[config.mk]
export PLATFORM = sky130hd
export DESIGN_NAME = multdiv_flat
export DESIGN_NICKNAME = d
export VERILOG_FILES = /design/src/rtl/multdiv_if.sv /design/src/rtl/multdiv.sv /design/src/flat_wrapper.sv
export SDC_FILE = /design/constraint.sdc
export NUM_CORES = 1
export LEC_CHECK = 0
export ABC_AREA = 1
export BUFFER_PORTS_ARGS = -buffer_cell sky130_fd_sc_hd__buf_2
export CAP_MARGIN = 5
export CELL_PAD_IN_SITES_DETAIL_PLACEMENT = 1
export CELL_PAD_IN_SITES_GLOBAL_PLACEMENT = 2
export CORE_AREA = 2 2 267 269
export DETAILED_ROUTE_END_ITERATION = 7
export DIE_AREA = 0 0 269 271
export PLACE_DENSITY_LB_ADDON = 0.25
export SYNTH_ARGS = -nofsm -noshare
export SYNTH_HDL_FRONTEND = slang
export SYNTH_SLANG_ARGS = --single-unit
[constraint.sdc]
create_clock -name clock -period 6.1 [get_ports clock]
set_input_delay 1.83 -clock clock [delete_from_list [all_inputs] [get_ports clock]]
set_output_delay 1.83 -clock clock [all_outputs]
set_load 0.005 [all_outputs]
[src/rtl/multdiv_if.sv]
// Start/operand/result bundle between the execute stage and the multiply/divide unit.
interface multdiv_if #(parameter int WIDTH = 32);
    logic             ctrl_MULT;
    logic             ctrl_DIV;
    logic [WIDTH-1:0] data_operandA;
    logic [WIDTH-1:0] data_operandB;
    logic [WIDTH-1:0] data_result;
    logic             data_exception;
    logic             data_resultRDY;
    logic             busy;

    modport master (
        output ctrl_MULT, ctrl_DIV, data_operandA, data_operandB,
        input  data_result, data_exception, data_resultRDY, busy
    );
    modport slave (
        input  ctrl_MULT, ctrl_DIV, data_operandA, data_operandB,
        output data_result, data_exception, data_resultRDY, busy
    );
endinterface

[src/rtl/multdiv.sv]
// Iterative signed multiply (shift-add) / divide (restoring) unit, WIDTH cycles per operation.
// Both operate on magnitudes; the sign and overflow fix-up is folded into the final iteration.
module multdiv #(
    parameter int WIDTH = 32
) (
    input  logic     clock,
    input  logic     reset,
    multdiv_if.slave bus
);
    localparam int CW = $clog2(WIDTH) + 1;

    typedef enum logic [1:0] {IDLE, MUL, DIV, DONE} state_t;

    state_t             state, state_nxt;
    logic [CW-1:0]      cnt;
    logic               start_mul, start_div, last;
    logic [WIDTH-1:0]   abs_a, abs_b;

    logic               neg;
    logic [2*WIDTH-1:0] mcand, acc;
    logic [WIDTH-1:0]   opb, rem, quo;
    logic [WIDTH-1:0]   result_q;
    logic               exc_q;
    logic               busy_c, rdy_c;

    assign start_mul = bus.ctrl_MULT & ~bus.ctrl_DIV;
    assign start_div = bus.ctrl_DIV & ~bus.ctrl_MULT;
    assign last      = (cnt == CW'(WIDTH - 1));
    assign abs_a     = bus.data_operandA[WIDTH-1] ? -bus.data_operandA : bus.data_operandA;
    assign abs_b     = bus.data_operandB[WIDTH-1] ? -bus.data_operandB : bus.data_operandB;

    // Multiply step: opb is the multiplier, shifted right while mcand shifts left.
    logic [2*WIDTH-1:0] acc_nxt, prod;
    logic               mul_exc;
    assign acc_nxt = acc + (opb[0] ? mcand : '0);
    assign prod    = neg ? -acc_nxt : acc_nxt;
    assign mul_exc = (prod[2*WIDTH-1:WIDTH] != {WIDTH{prod[WIDTH-1]}});

    // Divide step: opb is the divisor, quo starts as the dividend and fills with quotient bits.
    logic [WIDTH:0]   sh;
    logic [WIDTH-1:0] diff, rem_nxt, quo_nxt, quo_sgn;
    logic             fits, div_zero, div_exc;
    assign sh       = {rem, quo[WIDTH-1]};
    assign fits     = (sh >= {1'b0, opb});
    assign diff     = sh[WIDTH-1:0] - opb;
    assign rem_nxt  = fits ? diff : sh[WIDTH-1:0];
    assign quo_nxt  = {quo[WIDTH-2:0], fits};
    assign quo_sgn  = neg ? -quo_nxt : quo_nxt;
    assign div_zero = (opb == '0);
    // Only most-negative / -1 yields a positive magnitude with the top bit set.
    assign div_exc  = div_zero | (quo_nxt[WIDTH-1] & ~neg);

    always_ff @(posedge clock or negedge reset) begin
        if (!reset) state <= IDLE;
        else        state <= state_nxt;
    end

    always_comb begin
        state_nxt = state;
        if (start_mul)      state_nxt = MUL;
        else if (start_div) state_nxt = DIV;
        else begin
            case (state)
                MUL, DIV: if (last) state_nxt = DONE;
                DONE:     state_nxt = IDLE;
                default:  state_nxt = IDLE;
            endcase
        end
    end

    always_comb begin
        busy_c = 1'b0;
        rdy_c  = 1'b0;
        case (state)
            MUL, DIV: busy_c = 1'b1;
            DONE:     rdy_c  = 1'b1;
            default:  ;
        endcase
    end

    always_ff @(posedge clock or negedge reset) begin
        if (!reset) begin
            cnt      <= '0;
            neg      <= 1'b0;
            mcand    <= '0;
            acc      <= '0;
            opb      <= '0;
            rem      <= '0;
            quo      <= '0;
            result_q <= '0;
            exc_q    <= 1'b0;
        end else if (start_mul || start_div) begin
            cnt   <= '0;
            neg   <= bus.data_operandA[WIDTH-1] ^ bus.data_operandB[WIDTH-1];
            mcand <= {{WIDTH{1'b0}}, abs_a};
            acc   <= '0;
            opb   <= abs_b;
            rem   <= '0;
            quo   <= abs_a;
        end else if (state == MUL) begin
            cnt   <= cnt + 1'b1;
            acc   <= acc_nxt;
            mcand <= mcand << 1;
            opb   <= opb >> 1;
            if (last) begin
                result_q <= prod[WIDTH-1:0];
                exc_q    <= mul_exc;
            end
        end else if (state == DIV) begin
            cnt <= cnt + 1'b1;
            rem <= rem_nxt;
            quo <= quo_nxt;
            if (last) begin
                result_q <= div_zero ? '0 : quo_sgn;
                exc_q    <= div_exc;
            end
        end
    end

    assign bus.data_result    = result_q;
    assign bus.data_exception = exc_q;
    assign bus.data_resultRDY = rdy_c;
    assign bus.busy           = busy_c;
endmodule

[src/flat_wrapper.sv]
// flat-port wrapper written by rule: the top's interface ports become plain ports
module multdiv_flat 
#(
    parameter int WIDTH = 32
)
  (clock, reset, bus_ctrl_MULT, bus_ctrl_DIV, bus_data_operandA, bus_data_operandB, bus_data_result, bus_data_exception, bus_data_resultRDY, bus_busy);
  multdiv_if #(.WIDTH(WIDTH)) bus_i ();
  input  logic clock;
  input  logic reset;
  input wire logic [$bits(bus_i.ctrl_MULT)-1:0] bus_ctrl_MULT;
  input wire logic [$bits(bus_i.ctrl_DIV)-1:0] bus_ctrl_DIV;
  input wire logic [$bits(bus_i.data_operandA)-1:0] bus_data_operandA;
  input wire logic [$bits(bus_i.data_operandB)-1:0] bus_data_operandB;
  output wire logic [$bits(bus_i.data_result)-1:0] bus_data_result;
  output wire logic [$bits(bus_i.data_exception)-1:0] bus_data_exception;
  output wire logic [$bits(bus_i.data_resultRDY)-1:0] bus_data_resultRDY;
  output wire logic [$bits(bus_i.busy)-1:0] bus_busy;
  assign bus_i.ctrl_MULT = bus_ctrl_MULT;
  assign bus_i.ctrl_DIV = bus_ctrl_DIV;
  assign bus_i.data_operandA = bus_data_operandA;
  assign bus_i.data_operandB = bus_data_operandB;
  assign bus_data_result = bus_i.data_result;
  assign bus_data_exception = bus_i.data_exception;
  assign bus_data_resultRDY = bus_i.data_resultRDY;
  assign bus_busy = bus_i.busy;
  multdiv #(.WIDTH(WIDTH)) u_core (.clock(clock), .reset(reset), .bus(bus_i));
endmodule
==> flow_results.xml <==
<?xml version="1.0" encoding="UTF-8"?>
<metrics>
  <group name="timing">
    <metric name="grt_setup_unrepaired" unit="">false</metric>
    <metric name="finalMaxSlewViolations" unit="">0</metric>
    <metric name="layout_worst_path_cycle_share" unit="%">79.96</metric>
    <metric name="finalSetupViolations" unit="">0</metric>
    <metric name="max_freq" unit="MHz">205.0</metric>
    <metric name="finalHoldViolCount" unit="">0</metric>
    <metric name="max_slew.worst_pin.slew" unit="ps">1064</metric>
    <metric name="fin_setup_tns" unit="ps">0</metric>
    <metric name="timing.clock.skew" unit="ps">30.88</metric>
    <metric name="worst_slew_margin_rel" unit="%">29.00</metric>
    <metric name="finalCriticalPeriod" unit="ps">4878</metric>
  </group>
  <group name="setup_path">
    <metric name="critical-path-top-delay-family" unit="">simple AND/OR/NAND/NOR gates</metric>
    <metric name="cp_num_cells" unit="">27</metric>
    <metric name="criticalPathCategory" unit="">flip-flop to flip-flop</metric>
    <metric name="worstReg2RegStart" unit="">u_core.opb[0]</metric>
    <metric name="timing.rr.end" unit="">u_core.bus.data_exception</metric>
    <metric name="critical_path.most_common_cell" unit="">sky130_fd_sc_hd__nand2_1</metric>
    <metric name="timing.critical_path.arrival" unit="ps">5360</metric>
    <metric name="cp_num_buf_inv" unit="">4</metric>
    <metric name="cp_max_fanout" unit="">63</metric>
    <metric name="critical_path_required" unit="ps">6580</metric>
    <metric name="worst_setup_path_start_kind" unit="">flip-flop</metric>
    <metric name="timing.critical_path.slowest_stage_cell" unit="">sky130_fd_sc_hd__dfrtp_2</metric>
    <metric name="reg2regPathDepth" unit="">27</metric>
    <metric name="worst-r2r-setup-slack" unit="ps">1220</metric>
    <metric name="critPathMaxStageDelay" unit="ps">510</metric>
    <metric name="endpoint_kind" unit="">flip-flop</metric>
  </group>
  <group name="route">
    <metric name="route.antenna.remaining_nets" unit="">0</metric>
    <metric name="drt-vias-per-instance" unit="">5.195</metric>
    <metric name="detail_route.iter0.violations" unit="">1674</metric>
    <metric name="routed_vias" unit="">26250</metric>
    <metric name="remaining_drc_errors" unit="">0</metric>
    <metric name="routed_wirelength" unit="um">100500</metric>
    <metric name="route.detailed.wl_per_inst" unit="um">19.88</metric>
    <metric name="dr.pass1.iters" unit="">5</metric>
  </group>
  <group name="synth">
    <metric name="syn_area" unit="um^2">24250</metric>
    <metric name="synth_nets" unit="">4203</metric>
    <metric name="instance_count_of_the_mapped_netlist" unit="">4028</metric>
    <metric name="synthAdderAreaFrac" unit="%">5.582</metric>
    <metric name="synth_enable_flop_cells" unit="">0</metric>
    <metric name="async_flop_share" unit="%">100.0</metric>
    <metric name="synth_mux_area_share" unit="%">0</metric>
    <metric name="synth-warning-count" unit="">0</metric>
    <metric name="yosys.area_share.xor_xnor" unit="%">1.842</metric>
    <metric name="post_synth_simple_gate_area" unit="%">37.66</metric>
    <metric name="ys_ff_latch" unit="">266</metric>
    <metric name="synth-seq-area-share" unit="%">27.45</metric>
    <metric name="synth.avg_cell_area" unit="um^2">6.021</metric>
    <metric name="yosysUniqueCellTypes" unit="">50</metric>
    <metric name="synth_top_family_by_area" unit="">simple AND/OR/NAND/NOR gates</metric>
    <metric name="ys_dominant_reg_cell" unit="">sky130_fd_sc_hd__dfrtp_1</metric>
    <metric name="synth_compound_area_share" unit="%">15.16</metric>
  </group>
  <group name="finish">
    <metric name="layout_stage_area_growth_over_the_synthesis_result" unit="%">11.80</metric>
    <metric name="layout.nets" unit="">4260</metric>
    <metric name="drive_above_1_share" unit="%">7.051</metric>
    <metric name="final_util" unit="%">38.85</metric>
    <metric name="mostFrequentLayoutCell" unit="">sky130_fd_sc_hd__nand2_1</metric>
    <metric name="layout.filler_cells" unit="">9395</metric>
    <metric name="layout_common_cells" unit="">sky130_fd_sc_hd__nand2_1, sky130_fd_sc_hd__inv_1, sky130_fd_sc_hd__nor2_1, sky130_fd_sc_hd__nand3_1, sky130_fd_sc_hd__dfrtp_1</metric>
    <metric name="n_diodes" unit="">0</metric>
    <metric name="finalNonFillerCells" unit="">5053</metric>
  </group>
  <group name="clock_tree">
    <metric name="cts.sink_count" unit="">266</metric>
    <metric name="number_of_cts_inserted_buffers" unit="">36</metric>
    <metric name="ctsRootBufferMaster" unit="">sky130_fd_sc_hd__clkbuf_16</metric>
    <metric name="worstSkewPairLatency" unit="ps">590</metric>
    <metric name="cts_tree" unit="">done</metric>
    <metric name="cts_buffer_depth" unit="">3</metric>
    <metric name="cts_setup_buffers" unit="">0</metric>
    <metric name="ctsHoldBuffers" unit="">0</metric>
    <metric name="cts_resized" unit="">0</metric>
    <metric name="htreeDepth" unit="">2</metric>
    <metric name="path_clk_slew" unit="ps">60</metric>
  </group>
  <group name="pwr">
    <metric name="ir_worst_vdd" unit="V">0.0002132</metric>
    <metric name="power_per_cell_area" unit="nW/um^2">328.7</metric>
    <metric name="leakage" unit="nW">14.75</metric>
  </group>
  <group name="placement">
    <metric name="io_buffers" unit="">102</metric>
    <metric name="place_hpwl" unit="um">80280</metric>
    <metric name="gp_routability_congestion" unit="">0.9347</metric>
    <metric name="placed_cells" unit="">4987</metric>
  </group>
  <group name="global_route">
    <metric name="grt_usage" unit="%">27.38</metric>
    <metric name="grt_first_pass_wirelength" unit="um">153700</metric>
    <metric name="first_global_vias" unit="">26050</metric>
    <metric name="antenna_found_initial" unit="">0</metric>
    <metric name="grt_max_degree" unit="">114</metric>
    <metric name="globalRoute.totalOverflow" unit="">0</metric>
  </group>
  <group name="die">
    <metric name="floorplan.die_area" unit="um^2">72900</metric>
    <metric name="fp.dieW" unit="um">269</metric>
    <metric name="row_count" unit="">97</metric>
    <metric name="pin_count" unit="">103</metric>
    <metric name="floorplan.initialDensity" unit="%">34.75</metric>
    <metric name="core_region_area" unit="um^2">69790</metric>
    <metric name="die_height" unit="um">271</metric>
  </group>
  <group name="worst_hold_path">
    <metric name="min-delay-start" unit="">u_core.cnt[4]</metric>
    <metric name="hold_path_depth" unit="">1</metric>
    <metric name="hold-path-endpoint" unit="">u_core.cnt[4]</metric>
    <metric name="hp-class" unit="">flip-flop to flip-flop</metric>
  </group>
  <group name="flow_run">
    <metric name="cap_violations" unit="">0</metric>
  </group>
  <group name="run_status">
    <metric name="status" unit="">finished, final reports clean</metric>
  </group>
</metrics>
==> state kept, by name (all words and copies together) (netlist names) <==
signal / cells
u_core.cnt: 6
u_core.neg: 1
u_core.mcand: 64
u_core.rem: 32
u_core.quo: 32
u_core.opb: 32
u_core.bus.data_exception: 1
u_core.acc: 64
u_core.bus.data_result: 32
u_core.state: 2
==> stage by stage <==
step,worst slack [ps],instance area (um^2),hold slack [ps],total power [mW]
after floorplan,2005,24250,433.6,5.022
after global placement,1298,25770,449.2,6.408
after detailed placement,1262,25770,463.0,6.443
after CTS,1264,27110,472.0,8.906
after global routing,859.7,27110,482.6,9.510
final,1222,27110,471.5,8.911
==> report_power, final <==
group          switching [mW]  internal [mW]
registers               0.351           2.06
logic                    2.96           1.13
clock network           0.926           1.48
total                    4.24           4.67
==> worst register-to-register path, stage by stage, from the launching register on <==
cell and delay [ps]:
sky130_fd_sc_hd__dfrtp_2 510, sky130_fd_sc_hd__buf_12 260, sky130_fd_sc_hd__nand2_1 170, sky130_fd_sc_hd__inv_1 80
sky130_fd_sc_hd__ha_1 400, sky130_fd_sc_hd__nand2_1 150, sky130_fd_sc_hd__inv_1 90, sky130_fd_sc_hd__nand2_1 50
sky130_fd_sc_hd__nor2_1 340, sky130_fd_sc_hd__nand4_1 230, sky130_fd_sc_hd__nand3_1 280, sky130_fd_sc_hd__nand2_1 80
sky130_fd_sc_hd__nand2_1 240, sky130_fd_sc_hd__nand2_1 120, sky130_fd_sc_hd__nor2_1 220, sky130_fd_sc_hd__inv_2 50
sky130_fd_sc_hd__nor2_2 140, sky130_fd_sc_hd__nand2_1 130, sky130_fd_sc_hd__o21ai_1 330, sky130_fd_sc_hd__nand3_1 130
sky130_fd_sc_hd__nand2_1 150, sky130_fd_sc_hd__nand2_1 60, sky130_fd_sc_hd__o21ai_1 80, sky130_fd_sc_hd__nand2_1 80
sky130_fd_sc_hd__nor2_1 100, sky130_fd_sc_hd__nand3_1 120, sky130_fd_sc_hd__o21ai_1 150, sky130_fd_sc_hd__nand2_1 60
==> cell families after synthesis <==
| group | after synthesis |
|---|---|
| adder cells (fa/ha/maj) | 107 |
| XOR/XNOR | 51 |
| buffers and inverters | 790 |
| flip-flops | 266 |
| AO/OA/AOI/OAI | 626 |
| AND/OR/NAND/NOR | 2188 |
==> final cells by class <==
class	instances	area, um^2	area share [%]
clock inverters	18	330.3	1.218
repair buffers	125	730.7	2.695
multi-input cells	2972	14630	53.95
well taps	940	1176	4.338
clock buffers	48	1016	3.747
inverters	684	2570	9.479
flip-flops and latches	266	6661	24.57
==> worst max path at each step <==
stage | startpoint | to | slack (ps)
after floorplan | bus_data_operandA[1] | u_core.quo[29] | 2000
after global placement | bus_data_operandA[1] | u_core.quo[30] | 1300
after detailed placement | bus_data_operandA[1] | u_core.quo[30] | 1260
after CTS | u_core.opb[0] | u_core.bus.data_exception | 1260
after global routing | u_core.opb[2] | u_core.bus.data_result[28] | 860
final | u_core.opb[0] | u_core.bus.data_exception | 1220
==> routing by layer <==
| layer | wire length [um] | GRT usage (%) |
|---|---|---|
| met3 | 4047 | 2.039 |
| met5 | 0 | 0 |
| met1 | 50290 | 40.82 |
| met4 | 1891 | 5.673 |
| met2 | 44250 | 42.98 |
==> cell usage after synthesis, types with 12 or more instances <==
cell,n,area share [%]
sky130_fd_sc_hd__a21oi_1,188,3.9
sky130_fd_sc_hd__nand3_1,274,5.7
sky130_fd_sc_hd__dfrtp_1,266,27
sky130_fd_sc_hd__o22ai_1,34,0.88
sky130_fd_sc_hd__nor2_2,18,0.46
sky130_fd_sc_hd__o21a_1,20,0.62
sky130_fd_sc_hd__ha_1,105,5.4
sky130_fd_sc_hd__xor2_1,26,0.94
sky130_fd_sc_hd__nand2_1,1385,21
sky130_fd_sc_hd__inv_2,28,0.43
sky130_fd_sc_hd__inv_1,651,10
sky130_fd_sc_hd__nor2_1,321,5.0
sky130_fd_sc_hd__nor3_1,49,1.0
sky130_fd_sc_hd__o221ai_1,63,2.3
sky130_fd_sc_hd__nand4_1,52,1.3
sky130_fd_sc_hd__nor4_1,24,0.62
sky130_fd_sc_hd__o211ai_1,17,0.53
sky130_fd_sc_hd__clkbuf_1,91,1.4
sky130_fd_sc_hd__nand2_2,24,0.62
sky130_fd_sc_hd__o21ai_0,239,4.9
sky130_fd_sc_hd__xnor2_1,25,0.90
sky130_fd_sc_hd__buf_1,12,0.19
sky130_fd_sc_hd__o21bai_1,12,0.37
No activity file was read; power rests on OpenSTA's default activity.
